===== src/rtl/bch_gf13_pkg.sv =====
// bch_gf13_pkg: GF(2^13) constants, element type, alpha-power multiply and syndrome FSM states
package bch_gf13_pkg;
  localparam int GF_M = 13;
  localparam logic [13:0] GF_POLY = 14'h201B;
  typedef logic [GF_M-1:0] gf_elem_t;
  typedef enum logic [1:0] {IDLE, ACC, OUT} state_t;
  // j is a constant at every call site, so the xtime chain folds into a fixed XOR network
  function automatic gf_elem_t gf_mul_alpha_pow(gf_elem_t a, int j);
    gf_elem_t r;
    r = a;
    for (int i = 0; i < j; i++) r = r[GF_M-1] ? ((r << 1) ^ GF_POLY[GF_M-1:0]) : (r << 1);
    return r;
  endfunction
endpackage


===== src/rtl/bch_syn_cell.sv =====
// bch_syn_cell: one Horner syndrome register S_J <= S_J*alpha^J ^ din, with first-bit load
module bch_syn_cell
  import bch_gf13_pkg::*;
#(
  parameter int J = 1
) (
  input  logic     clk,
  input  logic     rst,
  input  logic     load,
  input  logic     upd,
  input  logic     din,
  output gf_elem_t s,
  output gf_elem_t s_nxt
);
  assign s_nxt = load ? {12'b0, din} : upd ? gf_mul_alpha_pow(s, J) ^ {12'b0, din} : s;
  always_ff @(posedge clk)
    if (rst) s <= '0;
    else s <= s_nxt;
endmodule


===== src/rtl/bch_syndrome_ctrl.sv =====
// bch_syndrome_ctrl: serial BCH syndrome engine and result handoff sequencer.
// Optional BCH_SYN_LAST_CHECK_EN adds in_last/frame_err framing checks.
module bch_syndrome_ctrl
  import bch_gf13_pkg::*;
#(
  parameter int N_LEN = 8191,
  parameter int NSYN  = 8
) (
  input  logic                 clk,
  input  logic                 rst,
  input  logic                 in_valid,
  output logic                 in_ready,
  input  logic                 in_bit,
`ifdef BCH_SYN_LAST_CHECK_EN
  input  logic                 in_last,
  output logic                 frame_err,
`endif
  output logic                 syn_valid,
  input  logic                 syn_ready,
  output logic [13*NSYN-1:0]   syn_data,
  output logic                 syn_zero,
  output logic                 busy
);
  localparam int CW = $clog2(N_LEN + 1);
  localparam logic [CW-1:0] LAST = CW'(N_LEN - 1);
  state_t state, state_n;
  logic [CW-1:0] cnt;
  logic [13*NSYN-1:0] syn_nxt;
  logic acc, fin, stop, enter_out;
  assign in_ready  = state != OUT;
  assign syn_valid = state == OUT;
  assign busy      = state != IDLE;
  assign acc       = in_valid && in_ready;
  // the bit currently offered would be bit number N_LEN of the frame
  assign fin       = state == IDLE ? N_LEN == 1 : cnt == LAST;
`ifdef BCH_SYN_LAST_CHECK_EN
  assign stop      = fin || in_last;
`else
  assign stop      = fin;
`endif
  assign enter_out = state != OUT && state_n == OUT;
  for (genvar j = 0; j < NSYN; j++) begin : g_cell
    bch_syn_cell #(.J(j + 1)) u_cell (
      .clk   (clk),
      .rst   (rst),
      .load  (acc && state == IDLE),
      .upd   (acc && state == ACC),
      .din   (in_bit),
      .s     (syn_data[13*j +: 13]),
      .s_nxt (syn_nxt[13*j +: 13])
    );
  end
  always_comb begin
    state_n = state;
    if (state == OUT) state_n = syn_ready ? IDLE : OUT;
    else if (acc) state_n = stop ? OUT : ACC;
  end
  always_ff @(posedge clk)
    if (rst) begin
      state    <= IDLE;
      cnt      <= '0;
      syn_zero <= 1'b0;
    end else begin
      state <= state_n;
      if (acc) cnt <= state == IDLE ? CW'(1) : cnt + CW'(1);
      if (enter_out) syn_zero <= syn_nxt == '0;
      else if (syn_valid && syn_ready) syn_zero <= 1'b0;
    end
`ifdef BCH_SYN_LAST_CHECK_EN
  // entering OUT means fin or in_last; exactly one of them set is an early or missing last
  always_ff @(posedge clk)
    if (rst) frame_err <= 1'b0;
    else if (enter_out) frame_err <= in_last ^ fin;
    else if (syn_valid && syn_ready) frame_err <= 1'b0;
`endif
endmodule


===== config.mk =====
export PLATFORM = sky130hd
export DESIGN_NAME = bch_syndrome_ctrl
export DESIGN_NICKNAME = d
export VERILOG_FILES = /design/src/rtl/bch_gf13_pkg.sv /design/src/rtl/bch_syn_cell.sv /design/src/rtl/bch_syndrome_ctrl.sv
export SDC_FILE = /design/constraint.sdc
export NUM_CORES = 1
export LEC_CHECK = 0
export BUFFER_PORTS_ARGS = -buffer_cell sky130_fd_sc_hd__buf_2
export CAP_MARGIN = 10
export CORE_MARGIN = 4
export CORE_UTILIZATION = 35
export CTS_CLUSTER_SIZE = 12
export DETAILED_ROUTE_END_ITERATION = 8
export SYNTH_ARGS = -nofsm -noshare
export SYNTH_HDL_FRONTEND = slang
export SYNTH_SLANG_ARGS = --single-unit

===== constraint.sdc =====
create_clock -name clk -period 3.07 [get_ports clk]
set_input_delay 0.307 -clock clk [delete_from_list [all_inputs] [get_ports clk]]
set_output_delay 0.307 -clock clk [all_outputs]
set_load 0.02 [all_outputs]

==> metrics <==
area of the core region 0.0166 mm2; synth warn 0; Pwr Density 533 mW/mm2; worst hold path class in2reg; setup TNS 0 ns; First-pass DRT Iterations 5; GP Congestion 0.898; Reg2Reg Setup Slack 0.31 ns; # nets final 814; Starting DRT DRC Count 597; area growth from synthesis to layout 23.3%; syn_area_per_cell 8.34 um2; setup bufs post-CTS 0; clock skew 0.00841 ns; antenna violations before repair 0; gr usage total 21.9%; Mapped Area 0.00592 mm2; maximum fanout along the worst path 6; Post-synth ARST share 0%; die area 0.0191 mm2; Setup crit end kind flip-flop; first-pass GRT wire length 33000 um; kind of critical path reg2reg; Worst EP arrival 3.12 ns; DRC viols 0; post-DP HPWL 15400 um; Port Buffer Count 112; Yosys cell types 51; sw power 1.01 mW; drt total wl 21100 um; Cells after Synth 710; CP startpoint g_cell[3].u_cell.s[9]; P_int 2.88 mW; share of cells above drive strength 1 22.7%; clock power share 51.6%; worst vdd ir 406 uV; worst slew pin tran 0.744 ns; switching fraction of total power 26.0%; post-cts repair resize count 0; #FFs+latches synth 120; number of global-route vias before repair 5496; ANT cells 0; # setup viols final 0; maxcap violations 0; status finished, final reports clean; Final ANT Viol Nets 0; syn_nets 717; DR vias/cell 5.52; leak pwr 3.05 nW; R2R Path End syn_zero; Worst Setup Start Kind flip-flop; fillers 1672; top cells by area, synth dfxtp_1 41%, xnor2_1 7.8%, xor2_1 6.2%; Hold Path Origin syn_ready; I/O pin total 113; CTS max path bufs 2; FP Rows 47; Final period util 90.0%; Initial Utilization 35.7%; Wirelength per Cell 20.3 um; Worst Path Required 3.43 ns; worst r2r src g_cell[3].u_cell.s[9]; CTS tree yes; clk sinks 120; sequential fraction of the synthesis area 40.6%; final core occ 44.0%; Hold Vio Cnt, Final 0; Post-synth EDFFs 0; pin count of the biggest net entering global routing 67; Rel. slew slack 50.4%; fmax 362 MHz; H-tree depth 4; vias post-DR 5744; Worst Reg-to-Reg Cells 7; Post-CTS Hold Buffers 0; Synth top area share 40.6%; Clock transition at path regs 0.06 ns; Yosys top cell by area dfxtp_1; RSZ-0062 raised after global routing no; sequential share of power 41.2%; Comb power frac 7.2%; ys flop type dfxtp_1; clock latency at the later pin of the worst-skew pair 0.43 ns; Slew Limit Fails 0; Die Y 138 um; GRT overflow 0; minimum clock period 2.76 ns; Die W 138 um; cts bufs inserted 17; Clock Tree Root clkbuf_16; CP Capture Point syn_zero
-- placed cells by master, fill, tap and decap left out, drive strengths merged, types with 16 or more instances in the layout --
| cell | count |
|---|---|
| nor2 | 92 |
| nor4 | 16 |
| xor2 | 42 |
| nand3 | 45 |
| dfxtp | 120 |
| buf | 139 |
| a22oi | 37 |
| nand2 | 73 |
| xnor2 | 53 |
| a21oi | 59 |
| clkbuf | 18 |
-- sequential cells by signal (all words and copies together), names as in the netlist --
| register | count |
|---|---|
| state | 2 |
| g_cell.u_cell.s | 104 |
| syn_zero | 1 |
| cnt | 13 |
-- how the worst min path moves through the flow --
stage                                       end  slack [ns]  depth (start not counted)
after floorplan                         cnt[12]        0.46                          2
after global placement    g_cell[1].u_cell.s[8]        0.47                          2
after detailed placement  g_cell[1].u_cell.s[8]        0.48                          2
after CTS                              state[1]        0.24                          4
after global routing                   state[1]        0.27                          4
final                                  state[1]        0.24                          4
-- cells by family after synthesis --
group           count (synthesis)  synth area share, %
compound gates                135                 14.3
xor+xnor                      101                 16.5
fa+ha+maj                       2                0.422
buf+inv                        63                 4.88
flops                         120                 40.6
simple gates                  289                 23.4
-- critical path, stage by stage, from the launching register on --
cell and delay, ns:
dfxtp_1 0.50, xor3_1 0.38, a22oi_1 0.30, nand4_2 0.14
or4_1 0.46, or4_1 0.40, or4_1 0.40, o21ai_1 0.12
-- synth_stat cells, types with 2 or more instances --
master and number:
a2111oi_0 2, a211oi_1 13, a21oi_1 59, a22oi_1 36
a31oi_1 2, and3_1 7, buf_1 7, buf_2 4
buf_6 5, clkbuf_1 44, dfxtp_1 120, ha_1 2
inv_1 2, nand2_1 72, nand2b_1 4, nand3_1 44
nand4_1 13, nor2_1 92, nor2b_1 6, nor3_1 12
nor4_1 16, o21ai_0 9, o21ai_1 4, o41ai_1 3
or2_2 2, or3_1 2, or4_1 6, xnor2_1 53
xor2_1 42, xor3_1 6
-- power by group through the flow --
stage | Sequential [mW] | Clock, mW | Combinational [mW]
5_1_grt | 1.60 | 2.08 | 0.304
3_5_place_dp | 1.64 | 0 | 0.278
4_1_cts | 1.60 | 2.01 | 0.279
3_3_place_gp | 1.64 | 0 | 0.277
2_1_floorplan | 1.64 | 0 | 0.176
6_report | 1.60 | 2.01 | 0.281
-- layout make-up --
type | instances | area [um2] | share of cell area [%]
multi-input combinational | 527 | 3250 | 44.5
tap | 220 | 275 | 3.77
inverter | 2 | 7.51 | 0.103
sequential | 120 | 2400 | 32.9
clock inverter | 14 | 150 | 2.06
clock buffer | 18 | 439 | 6.02
timing repair buffer | 139 | 778 | 10.7
-- layer usage --
metal  vias up  global-route usage (%)  share of wire, %
met4         0                    7.44               1.9
li1       2671                       -                 -
met1      2749                    31.2                46
met5         -                       0                 0
met2       295                    32.8                44
met3        29                    5.08               8.8
-- stage by stage --
| stage | area (um2) | std cells | setup slack, ns | hold slack, ns | power (mW) |
|---|---|---|---|---|---|
| final | 7300 | 1040 | 0.306 | 0.237 | 3.89 |
| after global routing | 7300 | 1040 | 0.191 | 0.266 | 3.99 |
| after CTS | 7300 | 1040 | 0.346 | 0.237 | 3.89 |
| after detailed placement | 6710 | 1008 | 0.371 | 0.481 | 1.91 |
| after global placement | 6710 | 1008 | 0.465 | 0.473 | 1.91 |
| after floorplan | 5920 | 710 | 0.419 | 0.458 | 1.82 |
Power figures use the tool's default switching activity.
